`src/rtl/weight_mem_loader_pkg.sv`:
```
// Shared codes for the weight-SRAM loader: memory select encodings, SRAM
// strobe levels, FSM states and a depth helper for the command range check.
package weight_mem_loader_pkg;

  typedef enum logic [1:0] {
    MEM_SEL_W    = 2'd0,
    MEM_SEL_U    = 2'd1,
    MEM_SEL_V    = 2'd2,
    MEM_SEL_RSVD = 2'd3
  } mem_sel_e;

  typedef enum logic [1:0] {
    LOADER_IDLE = 2'd0,
    LOADER_LOAD = 2'd1,
    LOADER_DONE = 2'd2
  } loader_state_e;

  localparam logic MEM_ACTIVE   = 1'b0;
  localparam logic MEM_INACTIVE = 1'b1;

  // Depth of the selected memory; the reserved code reports zero so any
  // command aimed at it fails the range check.
  function automatic logic [31:0] mem_depth(input mem_sel_e sel, input int w_aw,
                                            input int u_aw, input int v_aw);
    logic [31:0] depth;
    depth = 32'd0;
    case (sel)
      MEM_SEL_W: depth = 32'd1 << w_aw;
      MEM_SEL_U: depth = 32'd1 << u_aw;
      MEM_SEL_V: depth = 32'd1 << v_aw;
      default:   depth = 32'd0;
    endcase
    return depth;
  endfunction

endpackage

```
`src/rtl/weight_mem_loader_sram_wr_port.sv`:
```
// Registered write-side driver for one SRAM: one active-low strobe cycle per
// enable, addr/din parked at zero whenever the memory is not being written.
module sram_wr_port #(
  parameter int ADDR_W = 10,
  parameter int DATA_W = 16
) (
  input  logic              clk,
  input  logic              rst_i,
  input  logic              en_i,
  input  logic [ADDR_W-1:0] addr_i,
  input  logic [DATA_W-1:0] din_i,
  output logic              cen_o,
  output logic              wen_o,
  output logic [ADDR_W-1:0] addr_o,
  output logic [DATA_W-1:0] din_o
);
  import weight_mem_loader_pkg::*;

  logic              cen_q;
  logic              wen_q;
  logic [ADDR_W-1:0] addr_q;
  logic [DATA_W-1:0] din_q;

  always_ff @(posedge clk) begin
    if (rst_i || !en_i) begin
      cen_q  <= MEM_INACTIVE;
      wen_q  <= MEM_INACTIVE;
      addr_q <= '0;
      din_q  <= '0;
    end else begin
      cen_q  <= MEM_ACTIVE;
      wen_q  <= MEM_ACTIVE;
      addr_q <= addr_i;
      din_q  <= din_i;
    end
  end

  assign cen_o  = cen_q;
  assign wen_o  = wen_q;
  assign addr_o = addr_q;
  assign din_o  = din_q;

endmodule

```
`src/rtl/weight_mem_loader.sv`:
```
// Streams command-sized bursts of weight words into the W/U/V SRAMs at
// consecutive addresses, backing off whenever inference owns the memories.
module weight_mem_loader #(
  parameter int DATA_W   = 16,
  parameter int W_ADDR_W = 12,
  parameter int U_ADDR_W = 10,
  parameter int V_ADDR_W = 10,
  parameter int CNT_W    = 13
) (
  input  logic                clk,
  input  logic                rst,
  input  logic                cmd_valid,
  output logic                cmd_ready,
  input  logic [1:0]          cmd_mem_sel,
  input  logic [W_ADDR_W-1:0] cmd_base,
  input  logic [CNT_W-1:0]    cmd_len,
  input  logic                data_valid,
  output logic                data_ready,
  input  logic [DATA_W-1:0]   data_in,
  input  logic                comp_busy,
  output logic                w_mem_cen,
  output logic                w_mem_wen,
  output logic [W_ADDR_W-1:0] w_mem_addr,
  output logic [DATA_W-1:0]   w_mem_din,
  output logic                u_mem_cen,
  output logic                u_mem_wen,
  output logic [U_ADDR_W-1:0] u_mem_addr,
  output logic [DATA_W-1:0]   u_mem_din,
  output logic                v_mem_cen,
  output logic                v_mem_wen,
  output logic [V_ADDR_W-1:0] v_mem_addr,
  output logic [DATA_W-1:0]   v_mem_din,
  output logic                load_done,
  output logic                load_err
);
  import weight_mem_loader_pkg::*;

  loader_state_e       state_q;
  mem_sel_e            sel_q;
  logic [W_ADDR_W-1:0] base_q;
  logic [CNT_W-1:0]    len_q;
  logic [CNT_W-1:0]    idx_q;
  logic                done_q;
  logic                err_q;

  logic                beat;
  logic                last_beat;
  logic [W_ADDR_W-1:0] addr_d;
  logic [31:0]         cmd_end;
  logic [31:0]         cmd_depth;
  logic                cmd_bad;

  assign cmd_ready  = !rst && (state_q == LOADER_IDLE);
  assign data_ready = !rst && (state_q == LOADER_LOAD) && !comp_busy;
  assign beat       = data_valid && data_ready;
  assign last_beat  = (idx_q == len_q - CNT_W'(1));
  assign addr_d     = base_q + W_ADDR_W'(idx_q);

  // Range check in 32 bits so base+len cannot wrap before the compare.
  assign cmd_depth = mem_depth(mem_sel_e'(cmd_mem_sel), W_ADDR_W, U_ADDR_W, V_ADDR_W);
  assign cmd_end   = 32'(cmd_base) + 32'(cmd_len);
  assign cmd_bad   = (mem_sel_e'(cmd_mem_sel) == MEM_SEL_RSVD) || (cmd_end > cmd_depth);

  always_ff @(posedge clk) begin
    if (rst) begin
      state_q <= LOADER_IDLE;
      sel_q   <= MEM_SEL_W;
      base_q  <= '0;
      len_q   <= '0;
      idx_q   <= '0;
      done_q  <= 1'b0;
      err_q   <= 1'b0;
    end else begin
      done_q <= 1'b0;
      err_q  <= 1'b0;
      case (state_q)
        LOADER_IDLE: begin
          if (cmd_valid) begin
            if (cmd_bad) begin
              err_q <= 1'b1;
            end else begin
              sel_q  <= mem_sel_e'(cmd_mem_sel);
              base_q <= cmd_base;
              len_q  <= cmd_len;
              idx_q  <= '0;
              if (cmd_len == '0) begin
                state_q <= LOADER_DONE;
                done_q  <= 1'b1;
              end else begin
                state_q <= LOADER_LOAD;
              end
            end
          end
        end
        LOADER_LOAD: begin
          // done_q lands in the same cycle as the final write strobe
          if (beat) begin
            idx_q <= idx_q + CNT_W'(1);
            if (last_beat) begin
              state_q <= LOADER_DONE;
              done_q  <= 1'b1;
            end
          end
        end
        LOADER_DONE: state_q <= LOADER_IDLE;
        default:     state_q <= LOADER_IDLE;
      endcase
    end
  end

  assign load_done = done_q;
  assign load_err  = err_q;

  sram_wr_port #(.ADDR_W(W_ADDR_W), .DATA_W(DATA_W)) u_w_port (
    .clk    (clk),
    .rst_i  (rst),
    .en_i   (beat && (sel_q == MEM_SEL_W)),
    .addr_i (addr_d),
    .din_i  (data_in),
    .cen_o  (w_mem_cen),
    .wen_o  (w_mem_wen),
    .addr_o (w_mem_addr),
    .din_o  (w_mem_din)
  );

  sram_wr_port #(.ADDR_W(U_ADDR_W), .DATA_W(DATA_W)) u_u_port (
    .clk    (clk),
    .rst_i  (rst),
    .en_i   (beat && (sel_q == MEM_SEL_U)),
    .addr_i (addr_d[U_ADDR_W-1:0]),
    .din_i  (data_in),
    .cen_o  (u_mem_cen),
    .wen_o  (u_mem_wen),
    .addr_o (u_mem_addr),
    .din_o  (u_mem_din)
  );

  sram_wr_port #(.ADDR_W(V_ADDR_W), .DATA_W(DATA_W)) u_v_port (
    .clk    (clk),
    .rst_i  (rst),
    .en_i   (beat && (sel_q == MEM_SEL_V)),
    .addr_i (addr_d[V_ADDR_W-1:0]),
    .din_i  (data_in),
    .cen_o  (v_mem_cen),
    .wen_o  (v_mem_wen),
    .addr_o (v_mem_addr),
    .din_o  (v_mem_din)
  );

endmodule

```
`config.mk`:
```
export PLATFORM = sky130hd
export DESIGN_NAME = weight_mem_loader
export DESIGN_NICKNAME = d
export VERILOG_FILES = /design/src/rtl/weight_mem_loader_pkg.sv /design/src/rtl/weight_mem_loader_sram_wr_port.sv /design/src/rtl/weight_mem_loader.sv
export SDC_FILE = /design/constraint.sdc
export NUM_CORES = 1
export LEC_CHECK = 0
export ABC_AREA = 1
export CAP_MARGIN = 10
export CORE_UTILIZATION = 48
export CTS_BUF_LIST = sky130_fd_sc_hd__clkbuf_4 sky130_fd_sc_hd__clkbuf_8
export DETAILED_ROUTE_END_ITERATION = 8
export PLACE_DENSITY = 0.79
export SLEW_MARGIN = 30
export SYNTH_ARGS = -nofsm -noshare
export SYNTH_HDL_FRONTEND = slang
export SYNTH_HIERARCHICAL = 1
export SYNTH_SLANG_ARGS = --single-unit
```
`constraint.sdc`:
```
create_clock -name clk -period 4.4 [get_ports clk]
set_clock_uncertainty 0.05 [all_clocks]
set_input_delay 1.1 -clock clk [delete_from_list [all_inputs] [get_ports clk]]
set_output_delay 1.1 -clock clk [all_outputs]
set_load 0.02 [all_outputs]
```
==> results of run 1 <==
[registers in the layout, indices dropped and copies added, names as in the netlist, 2 cells and up]
signal           cells
u_u_port/din_o      16
u_w_port/addr_o     12
base_q              12
u_v_port/addr_o     10
u_v_port/din_o      16
u_w_port/din_o      16
sel_q                2
len_q               13
idx_q               13
state_q              2
u_u_port/addr_o     10
[final cells by class]
type	count	area (µm²)
fill	943	3717
multi-input combinational	561	3234
sequential	127	2542
timing repair buffer	199	1982
inverter	181	686.9
clock buffer	21	282.8
tap	172	215.2
clock inverter	11	155.1
timing repair inverter	1	8.758
[cells in the mapped netlist, types with 2 or more instances]
cell type / instances
buf_2: 6
nand3_1: 48
ha_1: 29
inv_2: 2
o21bai_1: 4
nor3_1: 11
fa_1: 2
nand3b_1: 3
nand2_1: 161
a21oi_1: 35
nor2_4: 12
inv_1: 179
nand4_1: 8
xor2_1: 18
nor2_1: 150
nand2_4: 2
buf_6: 9
xnor2_1: 10
clkbuf_1: 2
nand2_2: 3
nor2_2: 37
buf_4: 6
o21ai_0: 17
dfxtp_1: 127
[kinds of logic (layout without fill, tap and decap cells)]
family / after synthesis / after routing / share of synthesized area, %
xor+xnor: 29 / 29 / 4.183
compound gates: 63 / 63 / 5.356
simple gates: 438 / 438 / 30.65
flops: 127 / 127 / 39.72
buf+inv: 205 / 413 / 13.80
fa+ha+maj: 31 / 31 / 6.294
[per-stage QoR]
stage	power (W)	setup WS (ps)
2_1_floorplan	0.001908	148.8
3_5_place_dp	0.002161	-616.2
6_report	0.003352	171.6
5_1_grt	0.003559	-114.3
4_1_cts	0.003258	66.90
3_3_place_gp	0.002145	-506.8
[worst max-delay path: cells and delay by family]
kind	cells	cell delay, ps
buffers and inverters	6	510
XOR/XNOR	1	160
AO/OA/AOI/OAI	3	360
AND/OR/NAND/NOR	18	1530
adder cells (fa/ha/maj)	3	850
[repair_timing]
| item | CTS | global route |
|---|---|---|
| setup buffers | 9 | 4 |
| pin swaps | 8 | 33 |
| cloned | 0 | 7 |
| endpoints found under the setup margin | 41 | 44 |
| resized for setup | 7 | 99 |
[power by group through the flow]
stage          clock (W)  combinational [W]  sequential (W)
2_1_floorplan          0           0.000621         0.00129
3_3_place_gp           0           0.000840         0.00131
3_5_place_dp           0           0.000854         0.00131
4_1_cts          0.00110           0.000877         0.00128
5_1_grt          0.00116            0.00111         0.00129
6_report         0.00108           0.000985         0.00128
[layout by cell type (no fill, tap or decap), types with 20 or more instances in the layout]
cell / netlist / layout
dfxtp_1: 127 / 127
nand3_1: 48 / 47
inv_1: 179 / 176
a21oi_1: 35 / 33
nor2_1: 150 / 130
ha_1: 29 / 23
clkbuf_8: 0 / 20
nand2_1: 161 / 137
nor2_2: 37 / 54
buf_4: 6 / 51
clkdlybuf4s50_1: 0 / 121
[worst max-delay path by stage]
stage | from | to | slack (ps) | cells after the start
after floorplan | cmd_base[0] | base_q[0] | 150 | 29
after global placement | cmd_base[0] | base_q[0] | -510 | 30
after detailed placement | cmd_base[0] | len_q[9] | -620 | 31
after CTS | cmd_base[1] | len_q[9] | 70 | 30
after global routing | cmd_base[0] | len_q[7] | -110 | 31
final | cmd_base[0] | base_q[7] | 170 | 31
[metal layers]
layer  up-vias  wire length, µm  GRT usage, %
met5         -                0             0
met4         0              487         8.814
met3        47              981         4.603
met2       216             7924         39.42
met1      2670             7404         28.83
li1       3075                -             -
==> impl_results.md, run 1 <==
* Min cycle time layout at ~4200 ps
* Yosys top cell by area: dfxtp_1
* Fraction of registers with async set/reset at 0%
* Critical Path End Type: flip-flop
* Cts hold-fix bufs at 0
* Critical path's most frequent cell: nor2_1
* Avg Cell Area, Syn at a little over 7 µm²
* GPL Wtd Cong at 0.8779
* Most used DFF post-synth: dfxtp_1
* Slowest-stage cell, CP: fa_2
* Setup CP Type: input port to flip-flop
* Drt wl/cell at 13.19 µm
* Largest net degree at the start of global routing at 38
* R2R cell count at 12
* Peak VDD IR at 0.3033 mV
* WL final at around 17 mm
* Clock buffer depth at 2
* Non-filler cells, final at 1273
* CTS tree: yes
* Crit Reg-Reg Startpoint: idx_q[2]
* Hold Crit Class: flip-flop to flip-flop
* # H-tree levels at 4
* Flop2flop setup slack at 1870 ps
* EDFF count, synth at 0
* Post-route ant nets at 0
* Status: finished clean
* Internal power at around 0.0022 W
* DRC violations left at 0
* TritonCTS buffer count at 17
* Psw at 0.001106 W
* Worst r2r dst: u_v_port/addr_o[9]
* Synth area leaders: dfxtp_1, inv_1, nand2_1, nor2_1, ha_1
* Placed Instances at 1221
* Final Hold Fails at 0
* Area of the core at ~13000 µm²
* Final period util at 96.10%
* Fin area at 9107 µm²
* Worst hold slack at 480.3 ps
* Die width at 117.5 µm
* Nets at between 1000 and 1500
* DP Wirelength at 11.16 mm
* Crit Path Max Fanout at 9
* Hold Crit Endpoint: base_q[11]
* Total grt overflow at 0
* Syn nets at 972
* Setup violators final at 0
* Sequential Power Share at 38.3%
* Synth top area share at 39.72%
* Worst skew pair latency at 450 ps
* Max-slew headroom at 45.79%
* Worst Path Required at between 4000 and 5000 ps
* CP startpoint kind: input port
* Part of the Yosys area used for sequential elements at 39.72%
* Max Cap Viol at 0
* First-pass GRT wire length at 25.63 mm
* Worst path max stage delay at 390 ps
* Total die area at 13800 µm²
* Std-Cell Rows at 41
* Fin util at 71.01%
* Via-per-instance ratio at 4.720
* Static leakage power at 4.408 nW
* Clock share of power at roughly a third
* Critical Path AT at 4510 ps
* I/O pins at 138
* Post-Synthesis Cells at approximately 900
* PwrDens at 368.0 nW/µm²
* Slew @ Worst Pin at 811.2 ps
* Yosys cell types at 36
* RSZ-0062 raised after global routing: true
* Antenna violations before repair at 0
* Area after DPL at roughly 8000 µm²
* Sw frac at about a third
* Port bufs at 137
* Total Neg Setup Slack at 0 ps
* Combinational share of power at 29.4%
* DRT Pass-1 Iters at 5
* Initial core utilization at around half
* First DRT Iteration DRCs at 286
* WHS Path Cells at 4
* Area growth syn-to-layout at 42.28%
* Synth warn at 6
* Fmax at between 200 and 250 MHz
* Antenna cells at 0
* Gr usage total at a little under a quarter
* Register bit count reported by yosys at around 130
* Clock root cell: clkbuf_8
* Clk sinks at between 100 and 150
* DIE HEIGHT at 117.5 µm
* Hold Crit Start: base_q[11]
* Share of cells above drive strength 1 at 19.35%
* Vias at 6008
* Vias in the first global route at 5420
* CTS clk-pin slew, worst paths at 70 ps
* Count of pins over their slew limit at 0
* Post-Syn Area at ~6400 µm²
(Power assumes the default switching activity.)
==> run 2: changes to the inputs <==
--- a/config.mk
+++ b/config.mk
@@ -7,6 +7,7 @@
 export LEC_CHECK = 0
 export ABC_AREA = 1
 export CAP_MARGIN = 10
+export CORE_ASPECT_RATIO = 1.25
 export CORE_UTILIZATION = 48
 export CTS_BUF_LIST = sky130_fd_sc_hd__clkbuf_4 sky130_fd_sc_hd__clkbuf_8
 export DETAILED_ROUTE_END_ITERATION = 8
==> run 2 against run 1 <==
  * Critical endpoint is now idx_q[10]
  * Final cell count shrank 1.3%
  * Count of clock-buffer cells in the layout shrank 3
  * Largest cell class unchanged
  * Core utilization is 2.0 points lower
  * Sequential share of layout area is 0.79 points higher
  * Clock power barely moved
  * Global-route usage decreased by 0.50 points
  * Register-to-register slack improved by 80 ps
  * First-iteration DRC count shrank 8.4%
  * Flip-flop and latch count did not move
==> impl_results.md, run 2 (synthesis results as in run 1) <==
* Static leakage power at 4.333 nW (was 4.408 nW)
* Total grt overflow at 0 (unchanged)
* Clock buffer depth at 2 (unchanged)
* I/O pins at 138 (unchanged)
* Peak VDD IR at 0.1954 mV (was 0.3033 mV)
* Crit Reg-Reg Startpoint: state_q[0] (was idx_q[2])
* WL final at 15.50 mm (was 16.80 mm)
* Critical Path AT at 4450 ps (was 4510 ps)
* Final Hold Fails at 0 (unchanged)
* Post-route ant nets at 0 (unchanged)
* Critical Path End Type: flip-flop (unchanged)
* Register Area at 2542 µm² (unchanged)
* Setup violators final at 0 (unchanged)
* PwrDens at 377.3 nW/µm² (was 368.0 nW/µm²)
* Largest net degree at the start of global routing at 30 (was 38)
* Setup CP Type: input port to flip-flop (unchanged)
* Commonest non-fill, non-tap cell in the layout: inv_1 (unchanged)
* Total Neg Setup Slack at 0 ps (unchanged)
* Min cycle time layout at 4130 ps (was 4228 ps)
* Most frequent cells in the layout: inv_1, nand2_1, nor2_1, dfxtp_1, clkdlybuf4s50_1 (unchanged)
* Vias at 5872 (was 6008)
* Clk sinks at 127 (unchanged)
* Crit Path Max Fanout at 7 (was 9)
* DIE HEIGHT at 131.1 µm (was 117.5 µm)
* Die width at 105.3 µm (was 117.5 µm)
* Max Cap Viol at 0 (unchanged)
* TritonCTS buffer count at 17 (unchanged)
* Std-Cell Rows at 46 (was 41)
* Gr usage total at 22.68% (was 23.17%)
* Area growth syn-to-layout at 38.35% (was 42.28%)
* Worst path max stage delay at 370 ps (was 390 ps)
* Worst Path Required at 4720 ps (was 4690 ps)
* Count of pins over their slew limit at 0 (unchanged)
* CTS tree: yes (unchanged)
* Area of the core at 12830 µm² (was 12820 µm²)
* Max-slew headroom at 38.11% (was 45.79%)
* Nets at 1154 (was 1167)
* CP startpoint kind: input port (unchanged)
* # H-tree levels at 4 (unchanged)
* Multi-input logic area at 3112 µm² (was 3234 µm²)
* Final period util at 93.87% (was 96.10%)
* DP Wirelength at 11.07 mm (was 11.16 mm)
* CTS clk-pin slew, worst paths at 80 ps (was 70 ps)
* Slowest-stage cell, CP: fa_2 (unchanged)
* Clock root cell: clkbuf_8 (unchanged)
* DRC violations left at 0 (unchanged)
* Via-per-instance ratio at 4.675 (was 4.720)
* Total power at 0.003341 W (was 0.003352 W)
* Total die area at 13800 µm² (about the same)
* Hold Crit Start: len_q[12] (was base_q[11])
* DRT Pass-1 Iters at 4 (was 5)
* GPL Wtd Cong at 0.9210 (was 0.8779)
* Drt wl/cell at 12.34 µm (was 13.19 µm)
* First DRT Iteration DRCs at 262 (was 286)
* Share of cells above drive strength 1 at 15.07% (was 19.35%)
* Slew @ Worst Pin at 925.0 ps (was 811.2 ps)
* Vias in the first global route at 5553 (was 5420)
* First-pass GRT wire length at 24.76 mm (was 25.63 mm)
* Worst skew pair latency at 430 ps (was 450 ps)
* Placed Instances at 1213 (was 1221)
* Worst setup path startpoint: cmd_base[0] (unchanged)
* Antenna cells at 0 (unchanged)
* Antenna violations before repair at 0 (unchanged)
* Initial core utilization at 49.87% (was 49.91%)
* Fmax at 242.1 MHz (was 236.5 MHz)
* Status: finished clean (unchanged)
* Port bufs at 137 (unchanged)
* Fillers at 998 (was 943)
* Non-filler cells, final at 1256 (was 1273)
* Hold Crit Class: flip-flop to flip-flop (unchanged)
## run 2: changes by cell type in the layout (fill, tap and decap cells not counted), sizes merged
cell    change
buf        -10
clkinv      -4
inv         +5
bufinv      +1
clkbuf      -5
## run 2: worst paths after layout
check / cells after the start / slack [ps] / to
min reg2reg: 4 / 480 / len_q[12]
min: 4 / 480 / len_q[12]
max reg2reg: 9 / 1950 / u_w_port/addr_o[4]
max: 32 / 270 / idx_q[10]
## run 2: layer usage
layer,global-route usage (%),part of all wire [%]
met4,9.624,2.9
met3,4.762,3.9
met5,0,0
met2,42.03,51
met1,24.51,42
## run 2: layout make-up
| cell class | count | area share, % |
|---|---|---|
| Clock inverter | 14 | 2.289 |
| Clock buffer | 18 | 2.727 |
| Tap cell | 168 | 2.374 |
| Timing Repair Buffer | 187 | 21.09 |
| Inverter | 181 | 7.672 |
| Multi-Input combinational cell | 561 | 35.14 |
| Sequential cell | 127 | 28.71 |
## run 2: where the power goes
group	internal, W	switching (W)	total, W
Sequential	0.00121	0.0000675	0.00128
Combinational	0.000410	0.000541	0.000951
Clock	0.000635	0.000478	0.00111
Total	0.00226	0.00109	0.00334
## run 2: worst max-delay path: cells and delay by family
| kind | cells | cell delay (ps) |
|---|---|---|
| fa+ha+maj | 3 | 810 |
| simple gates | 20 | 1570 |
| compound gates | 3 | 370 |
| xor+xnor | 1 | 140 |
| buf+inv | 5 | 470 |
## run 2: what timing repair did
action	in CTS	in global routing
endpoints found under the setup margin	43	44
hold buffers	0	0
resized for setup	11	42
gates cloned	2	1
setup buffers	5	4
pin swaps	14	22
hold endpoints to repair	0	0
## run 2: through the flow
stage / hold WS [ps] / worst slack, ps / instance area [µm²] / util [%]
2_1_floorplan: 440.8 / 148.8 / 6401 / -
3_3_place_gp: 468.2 / -510.7 / 8109 / 63.18
3_5_place_dp: 467.0 / -658.0 / 8109 / 63.18
4_1_cts: 482.0 / 25.95 / 8685 / 67.66
5_1_grt: 516.7 / -7.818 / 8856 / 69.00
6_report: 483.8 / 269.6 / 8856 / 69.00
==> run 3: changes to the inputs <==
--- a/config.mk
+++ b/config.mk
@@ -8,6 +8,7 @@
 export ABC_AREA = 1
 export CAP_MARGIN = 10
 export CORE_ASPECT_RATIO = 1.25
+export CORE_MARGIN = 10
 export CORE_UTILIZATION = 48
 export CTS_BUF_LIST = sky130_fd_sc_hd__clkbuf_4 sky130_fd_sc_hd__clkbuf_8
 export DETAILED_ROUTE_END_ITERATION = 8
==> run 3 against run 2 <==
  * Combinational power grew 7%
  * Maximum frequency is 2.4% lower
  * Critical endpoint is now len_q[6]
  * Highest routed layer unchanged
  * Die area increased by 33%
  * Sequential share of layout area is 0.44 points lower
  * Non-clock buffer count up 6
  * Largest cell class unchanged
  * Final cell count rose by 0.72%
  * Flip-flop and latch count unchanged
  * Critical path depth is 2 lower
==> impl_results.md, run 3 (synthesis results as in run 1) <==
* Vias at 5874 (was 5872)
* CTS clk-pin slew, worst paths at 80 ps (about the same)
* Fmax at 236.2 MHz (was 242.1 MHz)
* Area growth syn-to-layout at 40.50% (was 38.35%)
* Crit Reg-Reg Startpoint: idx_q[2] (was state_q[0])
* Non-filler cells, final at 1265 (was 1256)
* Die width at 123.3 µm (was 105.3 µm)
* Flop2flop setup slack at 1910 ps (was 1950 ps)
* Fillers at 1041 (was 998)
* Initial core utilization at 48.59% (was 49.87%)
* Gr usage total at 17.48% (was 22.68%)
* Crit path to: len_q[6] (was idx_q[10])
* Total die area at 18380 µm² (was 13800 µm²)
* DP Wirelength at 12.28 mm (was 11.07 mm)
* PwrDens at 371.3 nW/µm² (was 377.3 nW/µm²)
* Multi-input logic area at 3161 µm² (was 3112 µm²)
* Total power at 0.003339 W (was 0.003341 W)
* Share of cells above drive strength 1 at 16.91% (was 15.07%)
* Fin util at 68.28% (was 69.00%)
* Max-slew headroom at 38.11% (about the same)
* R2R cell count at 12 (was 9)
* Min cycle time layout at 4234 ps (was 4130 ps)
* Antenna cells at 0 (unchanged)
* Worst r2r dst: u_w_port/addr_o[9] (was u_w_port/addr_o[4])
* Largest net degree at the start of global routing at 36 (was 30)
* Register Area at 2542 µm² (unchanged)
* Slew @ Worst Pin at 925.1 ps (was 925.0 ps)
* First-pass GRT wire length at 25.92 mm (was 24.76 mm)
* DRT Pass-1 Iters at 5 (was 4)
* Placed Instances at 1219 (was 1213)
* Slowest-stage cell, CP: fa_2 (unchanged)
* WL final at 16.69 mm (was 15.50 mm)
* Area of the core at 13170 µm² (was 12830 µm²)
* Critical Path AT at 4500 ps (was 4450 ps)
* TritonCTS buffer count at 17 (unchanged)
* Worst path max stage delay at 380 ps (was 370 ps)
* Status: finished clean (unchanged)
* Commonest non-fill, non-tap cell in the layout: inv_1 (unchanged)
* Crit Path Max Fanout at 8 (was 7)
* Port bufs at 137 (unchanged)
* Max Cap Viol at 0 (unchanged)
* DIE HEIGHT at 149.1 µm (was 131.1 µm)
* Setup violators final at 0 (unchanged)
* GPL Wtd Cong at 0.9512 (was 0.9210)
* Final Hold Fails at 0 (unchanged)
* First DRT Iteration DRCs at 260 (was 262)
* Static leakage power at 4.369 nW (was 4.333 nW)
* Total grt overflow at 0 (unchanged)
* Final setup margin at 166.3 ps (was 269.6 ps)
* Post-route ant nets at 0 (unchanged)
* I/O pins at 138 (unchanged)
* RSZ-0062 raised after global routing: true
* CTS tree: yes (unchanged)
* CP startpoint kind: input port (unchanged)
* Peak VDD IR at 0.2756 mV (was 0.1954 mV)
* Clk sinks at 127 (unchanged)
* Via-per-instance ratio at 4.643 (was 4.675)
* Nets at 1160 (was 1154)
* Hold Crit Class: flip-flop to flip-flop (unchanged)
* Setup CP Type: input port to flip-flop (unchanged)
* Worst hold slack at 485.6 ps (was 483.8 ps)
* Count of pins over their slew limit at 0 (unchanged)
* Critical path's most frequent cell: nor2_1
* Clock buffer depth at 2 (unchanged)
* Setup WS pre-CTS at -605.9 ps (was -658.0 ps)
* Worst Path Required at 4660 ps (was 4720 ps)
* Worst setup path startpoint: cmd_base[0] (unchanged)
* Std-Cell Rows at 47 (was 46)
* Worst skew pair latency at 430 ps (about the same)
* Drt wl/cell at 13.19 µm (was 12.34 µm)
* Final period util at 96.22% (was 93.87%)
* Clock root cell: clkbuf_8 (unchanged)
* Most frequent cells in the layout: inv_1, nand2_1, nor2_1, dfxtp_1, clkdlybuf4s50_1 (unchanged)
* Antenna violations before repair at 0 (unchanged)
* # H-tree levels at 4 (unchanged)
* Vias in the first global route at 5751 (was 5553)
* DRC violations left at 0 (unchanged)
* Critical Path End Type: flip-flop (unchanged)
-- run 3: cell count changes in the layout (fill, tap and decap cells not counted), sizes merged --
cell      before  now
buf           51   55
clkbuf        19   20
bufinv         4    3
inv          187  184
clkinv         3    6
clkinvlp       1    3
-- run 3: power by group --
group          internal, W  switching, W
Combinational     0.000458      0.000563
Clock             0.000567      0.000473
Sequential         0.00121     0.0000681
Total              0.00223       0.00110
-- run 3: per-layer routing --
layer  GRT usage [%]  wire length (µm)
met1           18.98              6708
met4           10.09               739
met3           4.015              1028
met5               0                 0
met2           30.26              8211
-- run 3: what timing repair did --
| item | in CTS | in global routing |
|---|---|---|
| gates resized for setup | 11 | 67 |
| hold buffers | 0 | 0 |
| buffers inserted | 6 | 2 |
| pin swaps | 11 | 22 |
| endpoints found under the setup margin | 43 | 44 |
| gates cloned | 2 | 4 |
-- run 3: worst min-delay path by stage --
stage                     startpoint    endpoint  slack (ps)  depth (start not counted)
after global routing      state_q[0]  state_q[0]         520                          2
after CTS                  len_q[12]   len_q[12]         490                          4
after global placement     len_q[12]   len_q[12]         470                          4
after floorplan           state_q[0]  state_q[0]         440                          2
final                      len_q[12]   len_q[12]         490                          4
after detailed placement   len_q[12]   len_q[12]         470                          4
-- run 3: layout make-up --
type / count / share of cell area (%)
clock buffers: 17 / 2.602
clock inverters: 15 / 2.045
inverters: 181 / 7.610
multi-input cells: 561 / 35.14
flip-flops and latches: 127 / 28.27
well taps: 171 / 2.379
repair buffers: 193 / 21.95
-- run 3: worst max-delay path: cells and delay by family --
family | cells | cell delay [ps]
fa+ha+maj | 3 | 820
compound gates | 3 | 370
buf+inv | 5 | 490
simple gates | 18 | 1580
xor+xnor | 1 | 140
-- run 3: per-stage QoR --
step,TNS [ps],area [µm²]
6_report,0,8994
5_1_grt,-3888,8994
4_1_cts,0,8670
3_5_place_dp,-24920,8123
3_3_place_gp,-22720,8123
2_1_floorplan,0,6401
